### src/rtl/jstk_poll_sched.sv
// jstk_poll_sched
//   Shares one PmodJSTK SPI transaction engine between two joysticks. On
//   each poll tick it polls every enabled player in turn, player 0 first.
//   For each poll it asserts data_mode, routes the engine chip select to the
//   selected device and drives that player's LED command byte. It then
//   unpacks the 40-bit result into that player's X/Y/button registers.
//   A REQ or XFER phase that stalls for TIMEOUT cycles is aborted and flagged
//   in err.
// Ports
//   clk, rst            clock, synchronous active-high reset
//   en[1:0]             per-player poll enable
//   led0, led1          LED bits carried in each player's command byte
//   spi_cs, spi_data    engine chip select (active low) and 40-bit result
//   data_mode           transaction request to the engine
//   cmd_byte            command byte for the engine, {6'b100000, led}
//   sel                 selected player (MISO mux select)
//   cs0_n, cs1_n        per-device chip selects
//   x0,y0,btn0,x1,y1,btn1  unpacked per-player results
//   upd[1:0]            one-cycle strobe when a player's registers update
//   err[1:0]            sticky timeout flag, cleared by that player's next good poll
module jstk_poll_sched #(
  parameter int POLL_DIV = 100000,
  parameter int TIMEOUT  = 65535,
  parameter int GAP      = 16
) (
  input  logic        clk,
  input  logic        rst,
  input  logic [1:0]  en,
  input  logic [1:0]  led0,
  input  logic [1:0]  led1,
  input  logic        spi_cs,
  input  logic [39:0] spi_data,
  output logic        data_mode,
  output logic [7:0]  cmd_byte,
  output logic        sel,
  output logic        cs0_n,
  output logic        cs1_n,
  output logic [9:0]  x0,
  output logic [9:0]  y0,
  output logic [9:0]  x1,
  output logic [9:0]  y1,
  output logic [2:0]  btn0,
  output logic [2:0]  btn1,
  output logic [1:0]  upd,
  output logic [1:0]  err
);

  localparam int DIV_W = $clog2(POLL_DIV);
  localparam int TMO_W = $clog2(TIMEOUT + 1);
  localparam int GAP_W = $clog2(GAP + 1);

  // LATCH is the second capture cycle: the engine updates its data on the
  // negedge after cs rises, so CAPT only waits and LATCH samples.
  typedef enum logic [2:0] {
    ST_IDLE  = 3'd0,
    ST_REQ   = 3'd1,
    ST_XFER  = 3'd2,
    ST_CAPT  = 3'd3,
    ST_LATCH = 3'd4,
    ST_ABORT = 3'd5,
    ST_REL   = 3'd6
  } state_t;

  state_t            state_r, state_s;
  logic [DIV_W-1:0]  div_cnt_r;
  logic              tick_s;
  logic              pending_r;
  logic [TMO_W-1:0]  tmo_r;
  logic [GAP_W-1:0]  gap_r;
  logic              tmo_hit_s, gap_done_s;
  logic              load_s, sel_load_s, latch_s, abort_s;
  logic              sel_r, data_mode_r;
  logic [7:0]        cmd_byte_r;
  logic [9:0]        x0_r, y0_r, x1_r, y1_r;
  logic [2:0]        btn0_r, btn1_r;
  logic [1:0]        upd_r, err_r;
  logic              spi_unused_s;

  assign tick_s     = (div_cnt_r == DIV_W'(POLL_DIV - 1));
  assign tmo_hit_s  = (tmo_r == TMO_W'(TIMEOUT - 1));
  assign gap_done_s = (gap_r == GAP_W'(GAP - 1));
  // Result bits that carry no position or button information.
  assign spi_unused_s = ^{spi_data[31:26], spi_data[15:10], spi_data[7:3]};

  // Free-running poll divider.
  always_ff @(posedge clk) begin
    if (rst || tick_s) div_cnt_r <= '0;
    else               div_cnt_r <= div_cnt_r + DIV_W'(1);
  end

  // One-deep poll request; a tick arriving while one is pending is dropped.
  always_ff @(posedge clk) begin
    if (rst)                                   pending_r <= 1'b0;
    else if (state_r == ST_IDLE && pending_r)  pending_r <= 1'b0;
    else if (tick_s)                           pending_r <= 1'b1;
    else                                       pending_r <= pending_r;
  end

  // FSM state register.
  always_ff @(posedge clk) begin
    if (rst) state_r <= ST_IDLE;
    else     state_r <= state_s;
  end

  // FSM next-state logic.
  always_comb begin
    state_s = state_r;
    case (state_r)
      ST_IDLE:  if (pending_r && (en != 2'b00)) state_s = ST_REQ;
                else                            state_s = ST_IDLE;
      ST_REQ:   if (!spi_cs)        state_s = ST_XFER;
                else if (tmo_hit_s) state_s = ST_ABORT;
                else                state_s = ST_REQ;
      ST_XFER:  if (spi_cs)         state_s = ST_CAPT;
                else if (tmo_hit_s) state_s = ST_ABORT;
                else                state_s = ST_XFER;
      ST_CAPT:  state_s = ST_LATCH;
      ST_LATCH: state_s = ST_REL;
      ST_ABORT: state_s = ST_REL;
      ST_REL:   if (!gap_done_s)               state_s = ST_REL;
                else if (!sel_r && en[1])      state_s = ST_REQ;
                else                           state_s = ST_IDLE;
      default:  state_s = ST_IDLE;
    endcase
  end

  // FSM output decode: player selection on REQ entry, capture and abort strobes.
  always_comb begin
    load_s     = 1'b0;
    sel_load_s = sel_r;
    if (state_r == ST_IDLE && state_s == ST_REQ) begin
      load_s     = 1'b1;
      sel_load_s = ~en[0];          // lowest enabled player
    end else if (state_r == ST_REL && state_s == ST_REQ) begin
      load_s     = 1'b1;
      sel_load_s = 1'b1;
    end else begin
      load_s     = 1'b0;
      sel_load_s = sel_r;
    end
    latch_s = (state_r == ST_LATCH);
    abort_s = (state_r == ST_ABORT);
  end

  // Per-state cycle counters: timeout in REQ/XFER, release gap in REL.
  always_ff @(posedge clk) begin
    if (rst || state_s != state_r) begin
      tmo_r <= '0;
      gap_r <= '0;
    end else begin
      tmo_r <= (state_r == ST_REQ || state_r == ST_XFER) ? tmo_r + TMO_W'(1) : '0;
      gap_r <= (state_r == ST_REL) ? gap_r + GAP_W'(1) : '0;
    end
  end

  // Selection, command byte and request line; held constant for a whole poll.
  always_ff @(posedge clk) begin
    if (rst) begin
      sel_r       <= 1'b0;
      cmd_byte_r  <= 8'h80;
      data_mode_r <= 1'b0;
    end else begin
      data_mode_r <= (state_s == ST_REQ) || (state_s == ST_XFER);
      if (load_s) begin
        sel_r      <= sel_load_s;
        cmd_byte_r <= {6'b100000, (sel_load_s ? led1 : led0)};
      end
    end
  end

  // Result unpacking, update strobe and timeout flags.
  always_ff @(posedge clk) begin
    if (rst) begin
      x0_r <= 10'd0; y0_r <= 10'd0; btn0_r <= 3'd0;
      x1_r <= 10'd0; y1_r <= 10'd0; btn1_r <= 3'd0;
      upd_r <= 2'b00;
      err_r <= 2'b00;
    end else begin
      upd_r <= 2'b00;
      if (latch_s) begin
        if (!sel_r) begin
          x0_r   <= {spi_data[25:24], spi_data[39:32]};
          y0_r   <= {spi_data[9:8], spi_data[23:16]};
          btn0_r <= spi_data[2:0];
          upd_r  <= 2'b01;
        end else begin
          x1_r   <= {spi_data[25:24], spi_data[39:32]};
          y1_r   <= {spi_data[9:8], spi_data[23:16]};
          btn1_r <= spi_data[2:0];
          upd_r  <= 2'b10;
        end
        err_r[sel_r] <= 1'b0;
      end else if (abort_s) begin
        err_r[sel_r] <= 1'b1;
      end
    end
  end

  assign data_mode = data_mode_r;
  assign cmd_byte  = cmd_byte_r;
  assign sel       = sel_r;
  assign cs0_n     = (sel_r == 1'b0) ? spi_cs : 1'b1;
  assign cs1_n     = (sel_r == 1'b1) ? spi_cs : 1'b1;
  assign x0 = x0_r; assign y0 = y0_r; assign btn0 = btn0_r;
  assign x1 = x1_r; assign y1 = y1_r; assign btn1 = btn1_r;
  assign upd = upd_r;
  assign err = err_r;

endmodule
### config.mk
export PLATFORM = sky130hd
export DESIGN_NAME = jstk_poll_sched
export DESIGN_NICKNAME = d
export VERILOG_FILES = /design/src/rtl/jstk_poll_sched.sv
export SDC_FILE = /design/constraint.sdc
export NUM_CORES = 1
export LEC_CHECK = 0
export BUFFER_PORTS_ARGS = -buffer_cell sky130_fd_sc_hd__buf_2
export CAP_MARGIN = 20
export CORE_AREA = 4 4 117 97
export DETAILED_ROUTE_END_ITERATION = 8
export DIE_AREA = 0 0 121 101
export PLACE_DENSITY_LB_ADDON = 0.1
export SLEW_MARGIN = 20
export SYNTH_ARGS = -nofsm -noshare
export SYNTH_HDL_FRONTEND = slang
export SYNTH_SLANG_ARGS = --single-unit
### constraint.sdc
create_clock -name clk -period 4.4 [get_ports clk]
set_input_delay 0.44 -clock clk [delete_from_list [all_inputs] [get_ports clk]]
set_output_delay 0.44 -clock clk [all_outputs]
set_load 0.01 [all_outputs]
==> results of run 1 <==
cells by family after synthesis:
kind of cell / Yosys count
DFF: 96
xor gates and xnor gates: 30
muxes: 4
buffers and inverters: 33
other: 2
and+or+nand+nor: 232
AOI/OAI and AO/OA: 70
adders and majority gates: 5
worst paths after layout:
check / slack [ns] / startpoint / cells past startpoint / endpoint
max reg2reg: 2.15 / gap_r[0]$_SDFF_PP0_ / 8 / tmo_r[13]$_SDFF_PP0_
min reg2reg: 0.45 / div_cnt_r[0]$_SDFF_PP0_ / 1 / div_cnt_r[0]$_SDFF_PP0_
max: 2.15 / gap_r[0]$_SDFF_PP0_ / 8 / tmo_r[13]$_SDFF_PP0_
min: 0.35 / spi_data[36] / 3 / x1[4]$_SDFFE_PP0P_
synthesized netlist by cell type (7+ instances only):
cell / n / share of area
clkbuf_1: 19 / 0.018
xor2_1: 19 / 0.042
nand4_1: 9 / 0.014
a21oi_1: 51 / 0.064
nor2_1: 42 / 0.040
nand3_1: 10 / 0.013
xnor2_1: 11 / 0.024
nor2_2: 10 / 0.016
nand2_1: 113 / 0.11
dfxtp_1: 96 / 0.48
nand2b_1: 7 / 0.011
per-stage QoR:
| step | power, mW | cells | hold slack [ns] | area, um2 | utilization |
|---|---|---|---|---|---|
| floorplan | 0.917 | 476 | 0.413 | 3990 | - |
| global placement | 0.936 | 677 | 0.423 | 4480 | 0.443 |
| detailed placement | 0.936 | 677 | 0.444 | 4480 | 0.443 |
| CTS | 1.66 | 693 | 0.341 | 4750 | 0.470 |
| global route | 1.70 | 693 | 0.345 | 4750 | 0.470 |
| finish | 1.64 | 693 | 0.352 | 4750 | 0.470 |
worst max-delay path, cell delays in order, from the launching register on:
cell	delay, ns
dfxtp_1	0.32
ha_1	0.22
and3_1	0.19
ha_1	0.21
nand4_1	0.07
or3_1	0.21
a21boi_1	0.35
nand4b_4	0.36
a21oi_1	0.22
area by class of cell:
class,instances,area (um2),share of cell area
Clock buffer,12,246,0.0518
Clock inverter,4,30.0,0.00632
Inverter,4,15.0,0.00316
Multi-Input combinational cell,347,1910,0.401
Sequential cell,96,1920,0.404
Tap cell,140,175,0.0368
Timing Repair Buffer,90,458,0.0963
power groups by stage:
stage	Clock (mW)	Sequential [mW]	Combinational, mW
6_report	0.719	0.873	0.0433
5_1_grt	0.779	0.872	0.0489
4_1_cts	0.741	0.872	0.0439
3_5_place_dp	0	0.892	0.0435
3_3_place_gp	0	0.892	0.0437
2_1_floorplan	0	0.892	0.0247
routing by layer:
layer / part of all wire / wire [um] / track usage / vias up
met2: 0.47 / 4300 / 0.242 / 75
met1: 0.46 / 4190 / 0.198 / 1553
met5: 0 / 0 / 0 / -
li1: - / - / - / 1711
met3: 0.058 / 525 / 0.0466 / 6
met4: 0.0086 / 78 / 0.0427 / 0
registers in the layout (all words and copies together) (netlist names), 3 cells and up, named ones only:
name / count
btn0: 3
btn1: 3
div_cnt_r: 17
gap_r: 5
state_r: 3
tmo_r: 16
x0: 10
x1: 10
y0: 10
y1: 10
==> run metrics, run 1 <==
Combinational Power Share 0.026; GRT overflow 0; Vias around 3300; Fin. Hold Viols 0; Post-CTS Resized 0; vias in the first global route 3135; status finished clean; Post-DP HPWL 6220 um; Netlist cell types 47; Final nets roughly 600; Residual DRC 0; die height 101 um; final setup violation count 0; H-Tree Depth 3; fmax 445 MHz; Routed WL per cell about 13 um; Die X ~120 um; mux cell area share after synthesis 0.0101; post-route ant nets 0; Req. time, crit path 4.65 ns; Mapped Cells ~470; # port buffers between 80 and 90; final wirelength about 9100 um; Initial Util 0.393; commonest non-fill, non-tap cell in the layout nand2_1; die area roughly 12000 um2; Final period util 0.511; largest net degree at the start of global routing between 60 and 70; most frequent cells in the layout nand2_1 (113), dfxtp_1 (96), buf_2 (87); Tmin final roughly 2.2 ns; FF+latch count, synth 96; Final Slew Violations 0; Final Worst Setup Slack 2.15 ns; max_cap viols 0; P per Cell Area 344 nW/um2; CTS Root Cell clkbuf_16; cts bufs inserted 9; Adder-Cell Fraction of Synth Area 0.0157; dpl ws approximately 2.2 ns; setup tns final 0 ns; warnings from Yosys 0; Clock Power Share 0.440; Worst slew margin 0.371; Psw between 0.3 and 0.4 mW; Hold Crit Class in -> reg; clk_skew roughly 0.0066 ns; Antenna diodes 0; combinational family with the most area after synthesis simple AND/OR/NAND/NOR gates; DR pass1 iterations 4; VDD IR-drop max around 0.23 mV; XOR/XNOR Fraction of Synth Area 0.0661; slew at the pin with the worst max-slew slack between 0.9 and 1 ns; clk_lat worst skew 0.33 ns; Crit Path Class reg -> reg; worst-case clock buffer depth 2; Post-Synth Simple-Gate Area 0.280; Worst Setup Start Kind flip-flop; clk slew on worst S/H paths about 0.070 ns; FP Rows 33; asr flop ratio synth 0; switch share 0.213; sequential share of power 0.534; Post-CTS Setup Bufs 0; P_int between 1 and 1.5 mW; Fill cells 1015; Leak Pwr 1.92 nW; EDFF count, synth 0; CTS tree built; Placer Congestion roughly 0.76; P&R area growth vs syn 19.6%; Post-synth top flop dfxtp_1; Mapped Area 3980 um2; sequential share of the synthesized area 0.483; unrepaired setup endpoints after global routing false; drt first-iter violations around 200; Synth Area in Compound Gates 0.102; Crit Path Max Fanout 16; initial antenna violation count 0; first-pass GRT wire length 15000 um; IO Pins ~110; GRT Total Usage 0.151; CP endpoint kind flip-flop; Sink Count 96; CP arrival 2.50 ns; floorplan core area between 10000 and 15000 um2; Post-Syn Area per Cell 8.42 um2; Post-CTS Hold Fix Bufs 0; vias per cell between 4 and 5; layout cells sized above 1 0.226
No activity file was read; power rests on OpenSTA's default activity.
==> run 2, diff against run 1 <==
Settings changed: ABC_AREA set to 1, CORE_AREA 4 4 117 97 to 4 4 118 97, DIE_AREA 0 0 121 101 to 0 0 122 101.
Clock period 4.4 ns to 1.9 ns, I/O delays scaled along.
==> run metrics, run 2 <==
die area 12300 um2 (+0.83%); Die X 122 um (+0.83%); final setup violation count 0 (unchanged); asr flop ratio synth 0 (unchanged); sequential share of the synthesized area 0.476 (-0.00749); EDFF count, synth 0 (unchanged); Sink Count 96 (unchanged); dpl ws -0.124 ns (-2.28 ns); FF+latch count, synth 96 (unchanged); Req. time, crit path 2.18 ns (-2.47 ns); final wirelength 9790 um (+7.7%); Worst slew margin 0.584 (+0.213); Initial Util 0.396 (+0.00295); Mapped Cells 521 (+10%); Util after Layout 0.508 (+0.0378); layout cells sized above 1 0.279 (+0.0525); post-route ant nets 0 (unchanged); Fill cells 1031 (+1.6%); Post-synth top flop dfxtp_1; vias in the first global route 3269 (+4.3%); Hold Crit Class in -> reg; H-Tree Depth 3 (unchanged); GRT overflow 0 (unchanged); clk slew on worst S/H paths 0.07 ns (about the same); initial antenna violation count 0 (unchanged); CP arrival 2.17 ns (-0.33 ns); Fin. Hold Viols 0 (unchanged); worst-case clock buffer depth 2 (unchanged); slew at the pin with the worst max-slew slack 0.624 ns (-0.320 ns); largest net degree at the start of global routing 57 (-6.6%); first-pass GRT wire length 15700 um (+4.5%); clk_lat worst skew 0.34 ns (about the same); commonest non-fill, non-tap cell in the layout nand2_1; Worst R2R Setup Slack 0.01 ns (-2.14 ns); Final Worst Setup Slack 0.00981 ns (-2.14 ns); drt first-iter violations 200 (-2.0%); placed insts 741 (+9.5%); floorplan core area 10200 um2 (+0.82%); Power, Total 4.05 mW (+150%); CTS tree built; cells on worst reg2reg path 13 (+5); DR pass1 iterations 4 (unchanged); top-count cell post-synth dfxtp_1; Placed Instance Area 4670 um2 (+4.2%); Leak Pwr 2.02 nW (+5.0%); Crit Path Max Fanout 7 (-9); share of the synthesized area in the top cell type 0.476 (-0.00749); Tmin final 1.89 ns (-0.356 ns); Final period util 0.995 (+0.484); unrepaired setup endpoints after global routing true; Antenna diodes 0 (unchanged); start point of the critical path gap_r[1]$_SDFF_PP0_; fmax 529 MHz (+19%); Netlist cell types 32 (-32%); CTS Root Cell clkbuf_16; die height 101 um (unchanged); P per Cell Area 783 nW/um2 (+130%); Final nets 671 (+11%); worst r2r src gap_r[1]$_SDFF_PP0_; GRT Total Usage 0.160 (+0.00848); cts bufs inserted 9 (unchanged); top cells by area, synth dfxtp_1 (48%), nand2_1 (8.8%), nand3_1 (8.3%), a21oi_1 (6.9%), nor2_1 (4.1%); CP endpoint kind flip-flop; Final Non-Filler Cells 761 (+9.8%); most frequent cells in the layout nand2_1 (95), dfxtp_1 (94), buf_2 (87); Placer Congestion 0.771 (+1.0%); Worst Setup Start Kind flip-flop; status finished clean; r2r endpoint tmo_r[10]$_SDFF_PP0_; max_cap viols 0 (unchanged); most instantiated cells after synthesis dfxtp_1 (96), nand2_1 (95), nand3_1 (67); clk_skew 0.00787 ns (+0.00125 ns); Final Slew Violations 0 (unchanged); final hold slack 0.118 ns (-0.234 ns); IO Pins 111 (unchanged); setup tns final 0 ns (unchanged); Residual DRC 0 (unchanged); VDD IR-drop max 0.520 mV (+130%); Post-Syn Area per Cell 7.75 um2 (-8.0%); Mapped Area 4040 um2 (+1.6%); largest registers div_cnt_r: 17 flops, tmo_r: 16 flops; Crit Path Class reg -> reg; # port buffers 87 (unchanged); warnings from Yosys 0 (unchanged); end of the critical path tmo_r[10]$_SDFF_PP0_; vias per cell 4.73 (-2.0%); max reg flops 17 (unchanged); Post-DP HPWL 6550 um (+5.2%); area leader, netlist dfxtp_1; FP Rows 33 (unchanged); Routed WL per cell 12.9 um (-1.9%); P&R area growth vs syn 28.3%; Largest Register div_cnt_r; post-route cell area 5180 um2 (+8.9%); Vias 3601 (+7.7%)
==> run 2: changes by cell type after synthesis, sizes merged, moves of 6 or more <==
cell / delta
or3: -6
nand3: +59
nand2: -9
nor3: +11
inv: +36
xor2: -6
nand2b: -7
nor2: +6
==> run 2: layer usage <==
metal  share of wire  track usage  routed length [um]  up-vias
li1                -            -                   -     1881
met2            0.47        0.250                4640       76
met5               0            0                   0        -
met3           0.057       0.0544                 561       10
met1            0.46        0.210                4480     1634
met4           0.011       0.0448                 105        0
==> run 2: power by group <==
part	internal (mW)	switching (mW)	total, mW
Combinational	0.0352	0.0618	0.0970
Sequential	2.02	0.00280	2.02
Clock	1.16	0.781	1.94
Total	3.21	0.845	4.05
==> run 2: timing repair <==
item                                    CTS  global route
hold buffers                              0             0
buffers inserted                          2             2
gates cloned                              0             1
endpoints found under the hold margin     0             0
gates resized for setup                   2            28
pin swaps                                 2             9
endpoints found under the setup margin   21            24
==> run 2: layout make-up <==
type | instances | area, um2 | area share
Clock inverter | 6 | 92.6 | 0.0179
Tap cell | 140 | 175 | 0.0338
Multi-Input combinational cell | 361 | 1970 | 0.380
Sequential cell | 96 | 1920 | 0.372
Clock buffer | 9 | 225 | 0.0435
Inverter | 40 | 150 | 0.0290
Timing Repair Buffer | 109 | 643 | 0.124
==> run 2: kinds of logic after synthesis <==
group           after synthesis  synth area share
compound gates               68            0.0855
xor+xnor                     22            0.0477
fa+ha+maj                     5            0.0155
buf+inv                      68            0.0725
flops                        96             0.476
other cells                   2           0.00186
simple gates                260             0.301
==> run 2: worst min-delay path by stage <==
stage	startpoint	to	slack, ns	depth (start not counted)
2_1_floorplan	spi_data[0]	btn0[0]$_SDFFE_PP0P_	0.35	2
3_3_place_gp	div_cnt_r[0]$_SDFF_PP0_	div_cnt_r[0]$_SDFF_PP0_	0.43	1
3_5_place_dp	div_cnt_r[0]$_SDFF_PP0_	div_cnt_r[0]$_SDFF_PP0_	0.44	1
4_1_cts	spi_data[23]	y1[7]$_SDFFE_PP0P_	0.11	3
5_1_grt	spi_data[23]	y1[7]$_SDFFE_PP0P_	0.11	3
6_report	spi_data[37]	x1[5]$_SDFFE_PP0P_	0.12	3
==> run 2: worst max-delay path, cell delays in order, from the launching register on <==
cell,delay (ns)
dfxtp_2,0.34
ha_4,0.16
and3_4,0.18
ha_4,0.17
nand3_4,0.07
nor2_4,0.04
nor2_4,0.14
nand2_2,0.08
nand2_2,0.07
nand2_2,0.05
nor2_4,0.13
nand3_4,0.11
clkbuf_16,0.20
nor2_4,0.09
